**src/rtl/jk_bank_pkg.sv**
```systemverilog
// Shared command encoding and next-state rule for the JK flag bank.
package jk_bank_pkg;

   typedef enum logic [1:0] {
      JK_HOLD = 2'b00,
      JK_RST  = 2'b01,
      JK_SET  = 2'b10,
      JK_TOG  = 2'b11
   } jk_cmd_e;

   function automatic logic jk_next(input logic q, input jk_cmd_e cmd);
      logic nxt;
      case (cmd)
         JK_RST:  nxt = 1'b0;
         JK_SET:  nxt = 1'b1;
         JK_TOG:  nxt = ~q;
         default: nxt = q;
      endcase
      return nxt;
   endfunction

endpackage

```
**src/rtl/jk_cell.sv**
```systemverilog
// One JK flag: clear beats the enabled command; holds otherwise.
module jk_cell
   import jk_bank_pkg::*;
(
   input  logic       clk,
   input  logic       rst_n,
   input  logic       en,
   input  logic       clr,
   input  logic [1:0] cmd,
   output logic       q
);

   logic q_q;
   logic q_d;

   always_comb begin
      q_d = q_q;
      if (clr) begin
         q_d = 1'b0;
      end else if (en) begin
         q_d = jk_next(q_q, jk_cmd_e'(cmd));
      end
   end

   always_ff @(posedge clk or negedge rst_n) begin
      if (!rst_n) begin
         q_q <= 1'b0;
      end else begin
         q_q <= q_d;
      end
   end

   assign q = q_q;

endmodule

```
**src/rtl/jk_bank_arbiter.sv**
```systemverilog
// Round-robin shared write port onto a bank of JK flags, with grant
// reporting and a saturating count of cycles where requesters collide.
module jk_bank_arbiter
   import jk_bank_pkg::*;
#(
   parameter int NUM_REQ = 4,
   parameter int NUM_FF  = 8,
   parameter int CNT_W   = 16,
   localparam int AW     = $clog2(NUM_FF),
   localparam int IDW    = $clog2(NUM_REQ)
) (
   input  logic                   clk,
   input  logic                   reset,
   input  logic                   clr_all,
   input  logic [NUM_REQ-1:0]     req_valid,
   input  logic [2*NUM_REQ-1:0]   req_jk,
   input  logic [AW*NUM_REQ-1:0]  req_addr,
   output logic [NUM_REQ-1:0]     req_ready,
   output logic [NUM_FF-1:0]      q,
   output logic                   grant_valid,
   output logic [IDW-1:0]         grant_id,
   output logic [CNT_W-1:0]       contend_cnt
);

   logic [IDW-1:0]   rr_ptr_q, rr_ptr_d;
   logic             grant_valid_q, grant_valid_d;
   logic [IDW-1:0]   grant_id_q, grant_id_d;
   logic [CNT_W-1:0] contend_cnt_q, contend_cnt_d;

   logic             win_found;
   logic [IDW-1:0]   win_id;
   logic [IDW:0]     arb_sum;
   logic [IDW-1:0]   arb_idx;
   logic             accept;
   logic [1:0]       sel_jk;
   logic [AW-1:0]    sel_addr;
   logic             contend;

   // Search starts at rr_ptr and wraps modulo NUM_REQ (need not be a power of two).
   always_comb begin
      win_found = 1'b0;
      win_id    = '0;
      arb_sum   = '0;
      arb_idx   = '0;
      for (int k = 0; k < NUM_REQ; k++) begin
         arb_sum = {1'b0, rr_ptr_q} + (IDW+1)'(k);
         if (arb_sum >= (IDW+1)'(NUM_REQ)) begin
            arb_sum = arb_sum - (IDW+1)'(NUM_REQ);
         end
         arb_idx = arb_sum[IDW-1:0];
         if (!win_found && req_valid[arb_idx]) begin
            win_found = 1'b1;
            win_id    = arb_idx;
         end
      end
   end

   // Ready is gated by reset directly so it drops the moment reset asserts.
   assign accept = win_found & reset & ~clr_all;

   always_comb begin
      req_ready = '0;
      sel_jk    = '0;
      sel_addr  = '0;
      for (int i = 0; i < NUM_REQ; i++) begin
         if (win_id == IDW'(i)) begin
            req_ready[i] = accept;
            sel_jk       = req_jk[2*i +: 2];
            sel_addr     = req_addr[AW*i +: AW];
         end
      end
   end

   assign contend = ($countones(req_valid) >= 2);

   always_comb begin
      rr_ptr_d      = rr_ptr_q;
      grant_valid_d = accept;
      grant_id_d    = grant_id_q;
      contend_cnt_d = contend_cnt_q;
      if (accept) begin
         grant_id_d = win_id;
         rr_ptr_d   = (win_id == IDW'(NUM_REQ-1)) ? '0 : win_id + 1'b1;
      end
      if (contend && (contend_cnt_q != '1)) begin
         contend_cnt_d = contend_cnt_q + 1'b1;
      end
   end

   always_ff @(posedge clk or negedge reset) begin
      if (!reset) begin
         rr_ptr_q      <= '0;
         grant_valid_q <= 1'b0;
         grant_id_q    <= '0;
         contend_cnt_q <= '0;
      end else begin
         rr_ptr_q      <= rr_ptr_d;
         grant_valid_q <= grant_valid_d;
         grant_id_q    <= grant_id_d;
         contend_cnt_q <= contend_cnt_d;
      end
   end

   // Addresses past the bank match no cell, so such commands are dropped.
   for (genvar n = 0; n < NUM_FF; n++) begin : g_cell
      jk_cell u_cell (
         .clk   (clk),
         .rst_n (reset),
         .en    (accept && (sel_addr == AW'(n))),
         .clr   (clr_all),
         .cmd   (sel_jk),
         .q     (q[n])
      );
   end

   assign grant_valid = grant_valid_q;
   assign grant_id    = grant_id_q;
   assign contend_cnt = contend_cnt_q;

endmodule

```
**config.mk**
```make
export PLATFORM = sky130hd
export DESIGN_NAME = jk_bank_arbiter
export DESIGN_NICKNAME = d
export VERILOG_FILES = /design/src/rtl/jk_bank_pkg.sv /design/src/rtl/jk_cell.sv /design/src/rtl/jk_bank_arbiter.sv
export SDC_FILE = /design/constraint.sdc
export NUM_CORES = 1
export LEC_CHECK = 0
export ABC_AREA = 0
export BUFFER_PORTS_ARGS = -buffer_cell sky130_fd_sc_hd__buf_2
export CAP_MARGIN = 20
export CORE_UTILIZATION = 36
export DETAILED_ROUTE_END_ITERATION = 6
export PLACE_DENSITY_LB_ADDON = 0.3
export SYNTH_ARGS = -nofsm -noshare
export SYNTH_HDL_FRONTEND = slang
export SYNTH_SLANG_ARGS = --single-unit
export TNS_END_PERCENT = 50
```
**constraint.sdc**
```tcl
create_clock -name clk -period 4.3 [get_ports clk]
set_input_delay 0.43 -clock clk [delete_from_list [all_inputs] [get_ports clk]]
set_output_delay 0.43 -clock clk [all_outputs]
set_load 0.02 [all_outputs]
```
==> out/qor.csv <==
metric,value,unit
fin crit share,74.03,%
I/O Buffers,57,
Fill cells,508,
core area,5172,µm²
Max VDD drop,0.0003092,V
first-pass GRT wire length,6989,µm
ys flop type,dfrtp_1,
Mapped Nets,218,
worst r2r src,rr_ptr_q[1]$_DFFE_PN0P_,
switch share,43.94,%
internal power,0.6606,mW
GPL Wtd Cong,0.7224,
number of diodes,0,
Post-Synthesis Cells,185,
cell area after synthesis,1952,µm²
Critical Path RT,4.46,ns
Num CTS Buffers,5,
largest cells by area after synthesis,"dfrtp_1 (37%), xnor2_1 (4.5%), buf_4 (4.2%), nand2_1 (3.3%), ha_1 (3.2%)",
Initial Util,37.74,%
post-CTS setup buffer count,0,
unrepaired setup endpoints after global routing,no,
final hold vios,0,
setup ws final,1.117,ns
Synth area leader,dfrtp_1,
final WL,4303,µm
crit path launch,rr_ptr_q[1]$_DFFE_PN0P_,
DRC errors left,0,
clock power share,17.7,%
final setup skew,0.003813,ns
post_cts resized,0,
DIE WIDTH,75.64,µm
Max Cap Viol,0,
area share of the largest cell type after synthesis,37.18,%
utilization after layout,44.75,%
sequential fraction of design power,34.4,%
WS Path Type,register to register,
CTS root buffer,clkbuf_8,
final net count,270,
H-tree levels,2,
flop-to-flop setup slack,1.12,ns
path category of the worst min-delay check,input pin to asynchronous set/reset pin,
area grow syn2layout,18.59,%
Overflow after GRT,0,
hold buffer count at CTS,0,
critical path arrival,3.35,ns
"Clk pin slew, worst setup/hold paths",0.06,ns
critical-path cell list,nand2_1 > o21ai_0 > a221oi_1 > ha_1 > nand2b_2 > o22ai_1 > a31oi_4 > nand4_1 > a32o_1,
layout cells sized above 1,36.97,%
clk buf depth,2,
"most common cell after layout, fill and taps aside",buf_2,
Vert. Die Dim,75.64,µm
Leak,1.039,nW
Synth Register Bits,29,
row cnt,26,
via count,1612,
pwr/cell area,509.1,nW/µm²
Iter 0 DRT Violations,80,
final setup vio count,0,
worst-path cell with the longest stage delay,a221oi_1,
GRT Resource Usage Total,16.38,%
number of flops mapped to enable cells by yosys,0,
most frequent cells in the layout,"buf_2 (57), dfrtp_1 (29), nand2_1 (17), inv_1 (11)",
largest net degree at the start of global routing,31,
Synth warnings,0,
DIE AREA,5721,µm²
total negative slack,0,ns
Psw,0.5177,mW
Worst R2R End,g_cell[0].u_cell.q$_DFFE_PN0P_,
CTS tree,done,
vias in the first global route,1526,
Routed Antenna Nets,0,
ys async rst share,100.0,%
Synth cell types,55,
status,finished clean,
HPWL Detailed,3257,µm
drt pass-1 iters,4,
Max Fclk,0.3141,GHz
CP peak stage delay,0.66,ns
Top Ports,58,
Worst-Margin Slew,0.7500,ns
Power Total,1.178,mW
Comb pwr share,47.8,%
Slew HR,50.00,%
"Slew Viols, Final",0,
register area share after synthesis,37.18,%
Avg Vias per Cell,5.234,
# clock sinks,29,
Final min period,3.183,ns
synthesized area per cell,10.55,µm²
"Max FO, Critical Path",16,
Worst setup EP type,register,
antenna violations before repair,0,
"Clk Latency, worst-skew pair",0.27,ns
Critical Path Sink,g_cell[0].u_cell.q$_DFFE_PN0P_,
Worst R2R Path Depth,9,
DR WL/cell,13.97,µm
startpoint types,register,
pre-CTS WS,0.9898,ns
-- layout make-up --
class | instances | area (µm²) | area share (%)
Multi-Input combinational cell | 131 | 1084 | 46.81
Sequential cell | 29 | 725.7 | 31.35
Timing Repair Buffer | 58 | 292.8 | 12.65
Tap cell | 70 | 87.58 | 3.784
Clock buffer | 8 | 80.08 | 3.459
Inverter | 12 | 45.04 | 1.946
-- routing by layer --
metal	part of all wire (%)	global-route usage, %	routed length, µm	up-vias
met1	47	20.63	2027	762
li1	-	-	-	804
met2	46	26.29	1958	38
met5	0	0	0	-
met4	1.4	5.144	61	0
met3	5.9	5.952	256	8
-- worst max-delay path, delay by kind of cell, from the launching register on --
kind            cells  cell delay [ns]
simple gates        3             0.48
compound gates      5             1.60
flops               1             0.45
fa+ha+maj           1             0.54
-- power groups by stage --
stage	Sequential [mW]	Combinational, mW	Clock, mW
2_1_floorplan	0.456	0.388	0
3_3_place_gp	0.410	0.557	0
3_5_place_dp	0.407	0.563	0
4_1_cts	0.405	0.564	0.219
5_1_grt	0.418	0.615	0.233
6_report	0.406	0.563	0.209
-- per-stage QoR --
| step | hold slack, ns | cells | instance area, µm² |
|---|---|---|---|
| after floorplan | 0.1344 | 185 | 1952 |
| after global placement | 0.4615 | 300 | 2235 |
| after detailed placement | 0.4636 | 300 | 2235 |
| after CTS | 0.1663 | 308 | 2315 |
| after global routing | 0.1766 | 308 | 2315 |
| final | 0.1526 | 308 | 2315 |
-- state kept, by name (all words and copies together) (netlist names) --
name             flops
grant_id             2
grant_valid          1
g_cell.u_cell.q      8
contend_cnt         16
rr_ptr_q             2
-- kinds of logic after synthesis --
logic type,synth area share (%)
DFF,37.18
and+or+nand+nor,18.27
adders and majority gates,4.231
muxes,0.5769
AOI/OAI and AO/OA,26.60
xor gates and xnor gates,5.833
buffers and inverters,7.307
-- worst min-delay path by stage --
stage	cells after the start	end	start	slack, ns
after floorplan	0	contend_cnt[0]$_DFFE_PN0P_	reset	0.13
after global placement	2	g_cell[3].u_cell.q$_DFFE_PN0P_	reset	0.46
after global routing	2	g_cell[3].u_cell.q$_DFFE_PN0P_	reset	0.18
after detailed placement	2	g_cell[3].u_cell.q$_DFFE_PN0P_	reset	0.46
final	2	g_cell[3].u_cell.q$_DFFE_PN0P_	reset	0.15
after CTS	2	contend_cnt[11]$_DFFE_PN0P_	reset	0.17
-- synth_stat cells, types with 2 or more instances --
library cell / n
a2111oi_2: 4
a211oi_1: 4
a211oi_2: 2
a21oi_1: 4
a21oi_2: 2
a221o_1: 2
a31o_1: 4
a31oi_1: 2
a32o_1: 3
and2_1: 5
and3_1: 3
and4_1: 3
buf_4: 11
dfrtp_1: 29
ha_1: 5
inv_1: 11
nand2_1: 17
nand3_1: 6
nand3b_1: 2
nand4_1: 10
nor2_1: 4
nor4_2: 2
o211ai_1: 2
o21ai_0: 5
o22ai_1: 2
xnor2_1: 10
xor2_1: 3
Power figures use the tool's default switching activity.
